## config.mk

```make
export PLATFORM = sky130hd
export DESIGN_NAME = eth_frame_tx
export DESIGN_NICKNAME = d
export VERILOG_FILES = /design/src/rtl/eth_pkg.sv /design/src/rtl/eth_crc32_byte.sv /design/src/rtl/eth_frame_tx.sv
export SDC_FILE = /design/constraint.sdc
export NUM_CORES = 1
export LEC_CHECK = 0
export ABC_AREA = 1
export BUFFER_PORTS_ARGS = -buffer_cell sky130_fd_sc_hd__buf_4
export CORE_MARGIN = 3
export CORE_UTILIZATION = 50
export CTS_BUF_LIST = sky130_fd_sc_hd__clkbuf_4
export DETAILED_ROUTE_END_ITERATION = 8
export PLACE_DENSITY = 0.67
export SLEW_MARGIN = 20
export SYNTH_ARGS = -nofsm -noshare
export SYNTH_HDL_FRONTEND = slang
export SYNTH_HIERARCHICAL = 1
export SYNTH_SLANG_ARGS = --single-unit
```

## constraint.sdc

```tcl
create_clock -name clk -period 10.85 [get_ports clk]
set_clock_uncertainty 0.1 [all_clocks]
set_input_delay 0 -clock clk [delete_from_list [all_inputs] [get_ports clk]]
set_output_delay 0 -clock clk [all_outputs]
set_load 0.005 [all_outputs]
```

## src/rtl/eth_pkg.sv

```systemverilog
// Shared Ethernet definitions for the frame transmitter and receiver.
// Holds the FSM state encoding, framing constants and CRC-32 parameters.
// No logic, no latency, no backpressure of its own.
package eth_pkg;

    typedef enum logic [3:0] {
        IDLE,
        PRE,
        SFD,
        DST,
        SRC,
        LEN,
        PAY,
        FCS,
        IFG
    } eth_tx_state_e;

    localparam logic [7:0]  ETH_PREAMBLE = 8'h55;
    localparam logic [7:0]  ETH_SFD      = 8'hD5;
    localparam int          PRE_LEN      = 7;
    localparam int          MAC_BYTES    = 6;
    localparam logic [31:0] CRC_POLY     = 32'hEDB88320;
    localparam logic [31:0] CRC_INIT     = 32'hFFFFFFFF;

    // Byte idx of a MAC address in wire order (MSB first); idx < MAC_BYTES.
    function automatic logic [7:0] mac_byte(input logic [47:0] mac, input logic [7:0] idx);
        return 8'(mac >> (8 * (MAC_BYTES - 1 - int'(idx))));
    endfunction

endpackage

```

## src/rtl/eth_crc32_byte.sv

```systemverilog
// One-byte step of the reflected Ethernet CRC-32 (no final XOR applied).
// Latency: purely combinational.
// Backpressure: none; the caller decides when to register the result.
module eth_crc32_byte
    import eth_pkg::*;
(
    input  logic [31:0] crc_in,
    input  logic [7:0]  data,
    output logic [31:0] crc_out
);

    logic [31:0] c;

    always_comb begin
        c = crc_in ^ {24'd0, data};
        for (int i = 0; i < 8; i++) begin
            c = c[0] ? ((c >> 1) ^ CRC_POLY) : (c >> 1);
        end
        crc_out = c;
    end

endmodule

```

## src/rtl/eth_frame_tx.sv

```systemverilog
// CPU-loaded Ethernet frame serialiser; ETH_TX_FCS_EN appends a CRC-32 FCS.
// Latency: preamble byte valid the cycle after the start store, then one byte per handshake.
// Backpressure: all tx_* outputs hold and the FSM stalls while tx_ready=0.
module eth_frame_tx
    import eth_pkg::*;
#(
    parameter logic [47:0] MAC_DST     = 48'hFFFFFFFFFFFF,
    parameter logic [47:0] MAC_SRC     = 48'h4A6F8A7FAA8F,
    parameter int          MAX_PAYLOAD = 16,
    parameter logic [7:0]  PAY_BASE    = 8'hE0,
    parameter logic [7:0]  LEN_ADDR    = 8'hF1,
    parameter logic [7:0]  CTRL_ADDR   = 8'hF2,
    parameter int          IFG_CYCLES  = 12
) (
    input  logic       clk,
    input  logic       rst_n,
    input  logic       we,
    input  logic [7:0] addr,
    input  logic [7:0] wdata,
    input  logic       tx_ready,
    output logic [7:0] tx_data,
    output logic       tx_valid,
    output logic       tx_sof,
    output logic       tx_eof,
    output logic       busy,
    output logic       done
);

    localparam int PW = $clog2(MAX_PAYLOAD);

`ifdef ETH_TX_FCS_EN
    localparam eth_tx_state_e POST_PAY = FCS;
`else
    localparam eth_tx_state_e POST_PAY = IFG;
`endif

    eth_tx_state_e state, nxt_state;
    logic [7:0]    cnt, nxt_cnt, lim, nxt_data, len_reg;
    logic          last, nxt_eof, xfer, start, in_pay;
    logic [8:0]    pay_off;
    logic [7:0]    pay_buf [MAX_PAYLOAD];

    assign xfer    = tx_valid & tx_ready;
    assign start   = we & ~busy & (addr == CTRL_ADDR) & wdata[0];
    assign pay_off = {1'b0, addr} - {1'b0, PAY_BASE};
    assign in_pay  = pay_off < 9'(MAX_PAYLOAD);

    // Buffer and length are only writable between frames.
    always_ff @(posedge clk) begin
        if (we && !busy && in_pay) begin
            pay_buf[pay_off[PW-1:0]] <= wdata;
        end
    end

    always_ff @(posedge clk or negedge rst_n) begin
        if (!rst_n) begin
            len_reg <= '0;
        end else if (we && !busy && addr == LEN_ADDR) begin
            len_reg <= (wdata > 8'(MAX_PAYLOAD)) ? 8'(MAX_PAYLOAD) : wdata;
        end
    end

`ifdef ETH_TX_FCS_EN
    logic [31:0] crc_q, crc_nxt, fcs_word;

    eth_crc32_byte u_crc (
        .crc_in  (crc_q),
        .data    (tx_data),
        .crc_out (crc_nxt)
    );

    // On entry to FCS the last payload byte is still being folded in.
    assign fcs_word = (state == FCS) ? ~crc_q : ~crc_nxt;

    always_ff @(posedge clk or negedge rst_n) begin
        if (!rst_n) begin
            crc_q <= '0;
        end else if (start) begin
            crc_q <= CRC_INIT;
        end else if (xfer && state inside {DST, SRC, LEN, PAY}) begin
            crc_q <= crc_nxt;
        end
    end
`endif

    always_comb begin
        case (state)
            PRE:      lim = 8'(PRE_LEN);
            DST, SRC: lim = 8'(MAC_BYTES);
            LEN:      lim = 8'd2;
            PAY:      lim = len_reg;
            FCS:      lim = 8'd4;
            IFG:      lim = 8'(IFG_CYCLES);
            default:  lim = 8'd1;
        endcase
        last = (cnt == lim - 8'd1);
    end

    always_comb begin
        nxt_state = state;
        nxt_cnt   = cnt + 8'd1;
        if (last) begin
            nxt_cnt = '0;
            case (state)
                PRE:     nxt_state = SFD;
                SFD:     nxt_state = DST;
                DST:     nxt_state = SRC;
                SRC:     nxt_state = LEN;
                LEN:     nxt_state = (len_reg == 8'd0) ? POST_PAY : PAY;
                PAY:     nxt_state = POST_PAY;
                FCS:     nxt_state = IFG;
                default: nxt_state = IDLE;
            endcase
        end
    end

    always_comb begin
        nxt_data = 8'h00;
        case (nxt_state)
            PRE: nxt_data = ETH_PREAMBLE;
            SFD: nxt_data = ETH_SFD;
            DST: nxt_data = mac_byte(MAC_DST, nxt_cnt);
            SRC: nxt_data = mac_byte(MAC_SRC, nxt_cnt);
            LEN: nxt_data = (nxt_cnt == 8'd0) ? 8'h00 : len_reg;
            PAY: nxt_data = pay_buf[nxt_cnt[PW-1:0]];
`ifdef ETH_TX_FCS_EN
            FCS: nxt_data = fcs_word[8*nxt_cnt[1:0] +: 8];
`endif
            default: nxt_data = 8'h00;
        endcase
`ifdef ETH_TX_FCS_EN
        nxt_eof = (nxt_state == FCS) && (nxt_cnt == 8'd3);
`else
        nxt_eof = ((nxt_state == PAY) && (nxt_cnt == len_reg - 8'd1)) ||
                  ((nxt_state == LEN) && (nxt_cnt == 8'd1) && (len_reg == 8'd0));
`endif
    end

    always_ff @(posedge clk or negedge rst_n) begin
        if (!rst_n) begin
            state    <= IDLE;
            cnt      <= '0;
            tx_data  <= '0;
            tx_valid <= 1'b0;
            tx_sof   <= 1'b0;
            tx_eof   <= 1'b0;
            busy     <= 1'b0;
            done     <= 1'b0;
        end else begin
            done <= 1'b0;
            if (state == IDLE) begin
                if (start) begin
                    state    <= PRE;
                    cnt      <= '0;
                    tx_data  <= ETH_PREAMBLE;
                    tx_valid <= 1'b1;
                    tx_sof   <= 1'b1;
                    tx_eof   <= 1'b0;
                    busy     <= 1'b1;
                end
            end else if (state == IFG) begin
                state <= nxt_state;
                cnt   <= nxt_cnt;
                if (last) begin
                    busy <= 1'b0;
                    done <= 1'b1;
                end
            end else if (xfer) begin
                state    <= nxt_state;
                cnt      <= nxt_cnt;
                tx_data  <= nxt_data;
                tx_valid <= (nxt_state != IFG);
                tx_sof   <= 1'b0;
                tx_eof   <= nxt_eof;
            end
        end
    end

endmodule

```

==> results of run 1 <==
==> cells by family after synthesis <==
logic type	count (synthesis)	share of synthesized area (%)
buffers and inverters	156	7.54
flip-flops	161	56.0
XOR/XNOR	19	2.00
AND/OR/NAND/NOR	512	27.5
AO/OA/AOI/OAI	88	6.24
adder cells (fa/ha/maj)	5	0.751
==> power groups by stage <==
stage	sequential, mW	clock [mW]	combinational, mW
after floorplan	0.685	0	0.0119
after global placement	0.686	0	0.0327
after detailed placement	0.686	0	0.0332
after CTS	0.672	0.331	0.0398
after global routing	0.673	0.356	0.0440
final	0.672	0.324	0.0398
==> worst min-delay path: stages <==
cell     delay (ps)
buf_4           110
nand3_1          90
nor2_1           40
inv_1            90
nor2_1          170
==> through the flow <==
step                setup WS (ps)  std cells  power (mW)  util (%)  area [um2]
global placement             5700       1171       0.718      54.4        8760
finish                       5420       1227        1.04      57.4        9260
global route                 4890       1227        1.07      57.4        9260
floorplan                    7410        941       0.697         -        8340
detailed placement           5520       1171       0.719      54.4        8760
CTS                          5480       1226        1.04      57.4        9250
==> area by class of cell <==
cell class	count	area [um2]
fill	1496	6860
sequential	161	4670
multi-input combinational	624	3040
timing repair buffer	63	543
inverter	131	492
tap	216	270
clock buffer	17	128
clock inverter	14	113
antenna	1	2.50
==> layout by cell type, fill, tap and decap left out, types with 4 or more instances in the layout <==
cell type	netlist	final
nand2_1	249	249
edfxtp_1	128	128
inv_1	115	115
nor2_1	104	104
nand3_1	70	70
buf_4	3	39
dfrtp_1	33	33
nand4_1	24	24
o21ai_0	24	24
a21oi_1	24	24
dlygate4sd3_1	0	23
clkbuf_4	0	17
xor2_1	15	15
inv_2	14	14
nand2_2	14	14
nor3_1	13	13
nor2_2	11	11
o21ai_1	11	11
o22ai_1	11	11
or2_2	10	10
nor2_4	7	7
o2111ai_1	6	6
clkinv_1	2	5
ha_1	5	5
xnor2_1	4	4
clkinv_2	0	4
==> final timing paths <==
check,slack [ps],endpoint,startpoint
worst max-delay path,5420,tx_data[7],state[1]
worst min-delay path,50,pay_buf[1][1],addr[5]
worst max register to register,5420,tx_data[7],state[1]
worst min register to register,400,tx_eof,tx_eof
max in group asynchronous,10100,cnt[2],rst_n
min in group asynchronous,340,cnt[7],rst_n
==> layer usage <==
metal	GRT usage, %	part of all wire (%)	vias up
met4	7.61	2.0	0
met2	40.8	49	188
met5	0	0	-
li1	-	-	3214
met3	3.61	5.5	24
met1	32.4	44	3042
==> impl_metrics.py, run 1 <==
metrics = {
    "synthesis": {
        "synth_ff_type": "edfxtp_1",
        "syn_nets": 966,
        "synth.avg_cell_area_um2": 8.86,
        "yosysWarnings": 6,
        "synth_most_common_cell": "nand2_1",
        "ys_seq_area_share_pct": 56.0,
        "synth_area_leaders": "edfxtp_1, nand2_1, dfrtp_1, inv_1, nor2_1",
        "synth_edf_count": 128,
        "syn_area_um2": 8340,
        "synth_top_area_share_pct": 46.1,
        "syn_inst": 941,
        "synth_common_cells": "nand2_1, edfxtp_1, inv_1, nor2_1, nand3_1",
        "async_flop_share_pct": 20.5,
        "ys_ff_latch": 161,
        "synth.distinct_cells": 39,
        "yosysTopAreaCell": "edfxtp_1",
    },
    "worst_hold_path": {
        "holdPathStages": 5,
        "hold_class": "in -> reg",
    },
    "layout": {
        "fin_nets": 1023,
        "drive_above_1_share_pct": 13.0,
        "syn_to_final_growth_pct": 11.0,
        "largest_reg_flops": 128,
    },
    "flow_run": {
        "drv_cap": 0,
    },
    "setup_path": {
        "startpoint_type": "register",
        "crit_fanout": 43,
        "cp_slowest_cell": "nand2_1",
        "reg2reg_depth": 26,
        "crit_cells": 26,
        "crit_buf_inv": 3,
        "worst_ep_arrival_time_ps": 5850,
        "end_kind": "register",
        "max_stage_delay_ps": 940,
        "cp_data_required_time_ps": 11260,
        "cp_common_cell": "nand2_1",
        "crit_type": "reg -> reg",
        "cp_top_family": "simple AND/OR/NAND/NOR gates",
    },
    "cts": {
        "clkTransAtPathRegs_ps": 140,
        "clock_sinks": 161,
        "numCtsBuffers": 17,
        "cts_hold_buf": 24,
        "root_buffer": "clkbuf_4",
        "cts_buffer_depth": 2,
        "cts_tree": "built",
        "postCtsSetupBuffers": 0,
        "cts.htree.levels": 4,
        "clock_latency_ps": 560,
        "cts_resized": 0,
    },
    "routing": {
        "dr_total_vias": 6468,
        "post_drt_wl_per_cell_um": 17.2,
        "drc": 0,
        "routed_via_density": 5.27,
        "drt_iter0_drc": 378,
        "dr.pass1.iters": 5,
        "wirelength_um": 21100,
        "postRouteAntennaNets": 0,
    },
    "floorplanning": {
        "fp.dieH_um": 135,
        "core-area_um2": 16100,
        "die_w_um": 135,
        "row_count": 46,
        "initial_utilization_pct": 51.7,
        "die-area_um2": 18300,
        "pin_count": 33,
    },
    "global_route": {
        "overflow": 0,
        "grt_start_max_net_pins": 44,
        "first_global_vias": 6293,
        "antenna_found_initial": 1,
        "grt_pass1_wl_um": 33800,
        "track_usage_pct": 24.2,
    },
    "timing": {
        "setup_tns_ps": 0,
        "rsz0062_at_grt": "false",
        "hold_viol": 0,
        "relSlewSlack_pct": 26.8,
        "min_period_over_period_pct": 50.1,
        "post-route-min-period_ps": 5430,
        "worst_pin_slew_ps": 1100,
        "report.final.slew_viol_count": 0,
        "whs_ps": 52.4,
        "fmax_mhz": 184,
        "setup_viol": 0,
    },
    "pwr": {
        "switching_share_pct": 23.2,
        "powerDensity_nw_per_um2": 112,
        "power_leakage_nw": 4.07,
        "pwr-share-clk_pct": 31.3,
        "peakVddDrop_mv": 0.0935,
        "p_comb_share_pct": 3.8,
        "intPower_mw": 0.795,
        "p_seq_share_pct": 64.9,
        "p_switching_mw": 0.241,
    },
    "placed_design": {
        "dp_hpwl_um": 14500,
        "place_congestion": 0.886,
        "port_buffers": 32,
    },
    "run_status": {
        "outcome": "complete, no violations",
    },
}
Power figures use the tool's default switching activity.
==> run 2, diff against run 1 <==
- clock period: 10.85 -> 5.48 ns (I/O delays scaled with it)
==> impl_metrics.py, run 2 (synthesis results as in run 1) <==
metrics = {
    "floorplanning": {
        "die-area_um2": 18300,
        "pin_count": 33,
        "initial_utilization_pct": 51.7,
        "fp.dieH_um": 135,
        "row_count": 46,
        "die_w_um": 135,
        "core-area_um2": 16100,
    },
    "layout": {
        "drive_above_1_share_pct": 13.4,
        "multi_input_area_um2": 3040,
        "fin_nets": 1025,
        "fin_cells": 1228,
        "layout_common_cells": "nand2_1, edfxtp_1, inv_1",
        "largest_reg_flops": 128,
        "syn_to_final_growth_pct": 11.6,
        "ff_latch_area_um2": 4670,
        "fillCellCount": 1459,
        "diodes": 0,
        "final_common_cell": "nand2_1",
    },
    "setup_path": {
        "worst_ep_arrival_time_ps": 4760,
        "max_stage_delay_ps": 590,
        "cp_slowest_cell": "dfrtp_1",
        "cp_top_family": "simple AND/OR/NAND/NOR gates",
        "cp_data_required_time_ps": 5890,
        "cp_common_cell": "nand2_1",
        "crit_fanout": 43,
        "crit_type": "reg -> reg",
        "startpoint_type": "register",
        "end_kind": "register",
        "crit_buf_inv": 3,
    },
    "global_route": {
        "grt_pass1_wl_um": 33300,
        "grt_start_max_net_pins": 44,
        "antenna_found_initial": 0,
        "track_usage_pct": 24.1,
        "overflow": 0,
        "first_global_vias": 6105,
    },
    "timing": {
        "setup_tns_ps": 0,
        "fmax_mhz": 230,
        "relSlewSlack_pct": 36.8,
        "rsz0062_at_grt": "false",
        "whs_ps": 48.1,
        "min_period_over_period_pct": 79.4,
        "report.final.slew_viol_count": 0,
        "setup_viol": 0,
        "worst_pin_slew_ps": 945,
        "post-route-min-period_ps": 4350,
        "setup_slack_ps": 1130,
        "hold_viol": 0,
    },
    "placed_design": {
        "port_buffers": 32,
        "placed_cells": 1174,
        "place_ws_ps": 1170,
        "dp_hpwl_um": 14800,
        "place_congestion": 0.909,
    },
    "cts": {
        "numCtsBuffers": 17,
        "cts.htree.levels": 4,
        "clock_sinks": 161,
        "clkTransAtPathRegs_ps": 150,
        "root_buffer": "clkbuf_4",
        "cts_tree": "built",
        "cts_buffer_depth": 2,
        "postCtsSetupBuffers": 0,
        "clock_latency_ps": 560,
    },
    "routing": {
        "dr_total_vias": 6550,
        "drc": 0,
        "wirelength_um": 21500,
        "routed_via_density": 5.33,
        "dr.pass1.iters": 5,
        "drt_iter0_drc": 660,
        "postRouteAntennaNets": 0,
        "post_drt_wl_per_cell_um": 17.5,
    },
    "pwr": {
        "power_leakage_nw": 4.09,
        "powerDensity_nw_per_um2": 229,
        "peakVddDrop_mv": 0.293,
    },
    "flow_run": {
        "drv_cap": 0,
    },
    "run_status": {
        "outcome": "complete, no violations",
    },
    "worst_hold_path": {
        "hold_class": "in -> reg",
    },
}
[run 2: power breakdown]
group	internal (mW)	switching (mW)
Sequential	1.32	0.00654
Combinational	0.0300	0.0477
Clock	0.275	0.447
[run 2: what timing repair did]
action,in CTS,in global routing
resized for setup,0,0
setup endpoints to repair,0,0
hold buffers,23,0
hold endpoints to repair,296,0
[run 2: area by class of cell]
cell class                 count  share of cell area, %
sequential                   161                   50.2
tap                          216                   2.90
inverter                     131                   5.28
timing repair buffer          65                   5.97
clock inverter                14                   1.65
clock buffer                  17                   1.37
multi-input combinational    624                   32.6
[run 2: stage by stage]
step                area (um2)  utilization [%]  power [mW]
detailed placement        8780             54.5        1.42
finish                    9310             57.7        2.13
global placement          8780             54.5        1.42
global route              9310             57.7        2.20
CTS                       9310             57.7        2.14
floorplan                 8340                -        1.38
[run 2: layer usage]
metal | vias to the layer above | routed length, um | GRT usage [%]
met1 | 3065 | 9420 | 32.5
met4 | 0 | 550 | 7.95
li1 | 3211 | - | -
met2 | 237 | 10300 | 39.5
met5 | - | 0 | 0
met3 | 37 | 1270 | 4.58
[run 2: worst paths after layout]
path,start,to,slack [ps],cells after the start
max reg2reg,state[3],tx_data[1],1130,27
max in group asynchronous,rst_n,len_reg[7],4740,4
max,state[3],tx_data[1],1130,27
min in group asynchronous,rst_n,cnt[7],320,4
min reg2reg,tx_data[3],tx_data[3],400,2
min,addr[6],pay_buf[1][0],50,5
[run 2: worst reg2reg max path: cells and delay by family (launching register included)]
kind	cells	cell delay, ps
and+or+nand+nor	21	2530
buffers and inverters	3	370
xor gates and xnor gates	1	150
DFF	1	590
adders and majority gates	2	550
==> run 3, diff against run 2 <==
- PLACE_DENSITY: 0.67 -> 0.69
- clock period: 5.48 -> 4 ns (I/O delays scaled with it)
==> impl_metrics.py, run 3 (synthesis results as in run 1) <==
metrics = {
    "run_status": {
        "outcome": "complete, no violations",
    },
    "routing": {
        "dr_total_vias": 6559,
        "routed_via_density": 5.25,
        "wirelength_um": 21700,
        "drc": 0,
        "postRouteAntennaNets": 0,
        "dr.pass1.iters": 6,
        "post_drt_wl_per_cell_um": 17.3,
        "drt_iter0_drc": 545,
    },
    "timing": {
        "setup_slack_ps": 311,
        "report.final.slew_viol_count": 0,
        "setup_viol": 0,
        "post-route-min-period_ps": 3690,
        "min_period_over_period_pct": 92.2,
        "fmax_mhz": 271,
        "hold_viol": 0,
        "relSlewSlack_pct": 40.1,
        "worst_pin_slew_ps": 895,
    },
    "global_route": {
        "track_usage_pct": 24.3,
        "overflow": 0,
        "grt_pass1_wl_um": 33900,
        "antenna_found_initial": 0,
        "grt_start_max_net_pins": 34,
        "first_global_vias": 6264,
    },
    "layout": {
        "layout_common_cells": "nand2_1, edfxtp_1, inv_1",
        "drive_above_1_share_pct": 17.0,
        "syn_to_final_growth_pct": 14.4,
        "final_common_cell": "nand2_1",
        "largest_reg_flops": 128,
        "fillCellCount": 1461,
        "fin_cells": 1250,
        "multi_input_area_um2": 3090,
        "diodes": 0,
        "ff_latch_area_um2": 4670,
        "fin_nets": 1047,
    },
    "placed_design": {
        "place_congestion": 0.898,
        "port_buffers": 32,
        "placed_cells": 1184,
        "place_ws_ps": 136,
        "dp_hpwl_um": 15000,
    },
    "setup_path": {
        "end_kind": "register",
        "crit_buf_inv": 3,
        "max_stage_delay_ps": 470,
        "cp_top_family": "simple AND/OR/NAND/NOR gates",
        "crit_fanout": 12,
        "cp_common_cell": "nand2_1",
        "cp_data_required_time_ps": 4410,
        "cp_slowest_cell": "dfrtp_2",
        "crit_type": "reg -> reg",
        "startpoint_type": "register",
        "worst_ep_arrival_time_ps": 4100,
    },
    "floorplanning": {
        "fp.dieH_um": 135,
        "initial_utilization_pct": 51.7,
        "pin_count": 33,
        "die_w_um": 135,
        "row_count": 46,
        "core-area_um2": 16100,
        "die-area_um2": 18300,
    },
    "cts": {
        "cts_buffer_depth": 2,
        "cts.htree.levels": 4,
        "clock_latency_ps": 570,
        "clkTransAtPathRegs_ps": 160,
        "cts_tree": "built",
        "clock_sinks": 161,
        "root_buffer": "clkbuf_4",
        "numCtsBuffers": 17,
    },
    "pwr": {
        "powerDensity_nw_per_um2": 304,
        "power_leakage_nw": 4.19,
        "peakVddDrop_mv": 0.297,
        "finalPower_mw": 2.90,
    },
    "flow_run": {
        "drv_cap": 0,
    },
    "worst_hold_path": {
        "hold_class": "in -> reg",
    },
}
==> run 3: power by group <==
| part | switching, mW | internal (mW) | leakage, nW |
|---|---|---|---|
| sequential | 0.00914 | 1.81 | 1.52 |
| clock | 0.636 | 0.328 | 0.147 |
| combinational | 0.0686 | 0.0412 | 2.52 |
==> run 3: tightest hold or removal path: stages <==
cell and delay, ps:
buf_4 110, nand3_1 90, nor2_1 50, inv_1 80
nor2_1 190
==> run 3: through the flow <==
step           TNS, ps  area, um2  util (%)  hold slack (ps)
4_1_cts              0       9360      58.1             8.74
3_5_place_dp         0       8860      55.0             -127
6_report             0       9530      59.2             52.4
2_1_floorplan        0       8340         -             -396
3_3_place_gp         0       8860      55.0             -129
5_1_grt           -226       9530      59.2             52.4
==> run 3: repair_timing <==
item,CTS,global route
endpoints found under the setup margin,0,9
resized for setup,0,20
setup buffers,0,13
hold buffers,22,0
endpoints found under the hold margin,305,0
==> run 3: routing by layer <==
layer / global-route usage (%) / wire (um) / up-vias / part of all wire (%)
met1: 32.9 / 9530 / 3047 / 44
met2: 39.8 / 10400 / 219 / 48
met5: 0 / 0 / - / 0
met3: 5.33 / 1250 / 37 / 5.8
li1: - / - / 3256 / -
met4: 6.77 / 469 / 0 / 2.2
==> run 3: worst paths after layout <==
path / start / end / slack (ps) / depth (start not counted)
max: state[1] / tx_data[5] / 310 / 27
min: addr[6] / pay_buf[1][4] / 50 / 5
max reg2reg: state[1] / tx_data[5] / 310 / 27
min reg2reg: tx_data[3] / tx_data[3] / 400 / 2
max in group asynchronous: rst_n / state[3] / 3260 / 4
min in group asynchronous: rst_n / cnt[7] / 330 / 4
==> run 3: final cells by class <==
cell class	count	area share, %
Tap cell	216	2.84
Sequential cell	161	49.0
Clock buffer	17	1.34
Multi-Input combinational cell	624	32.4
Timing Repair Buffer	87	7.67
Clock inverter	14	1.52
Inverter	131	5.21
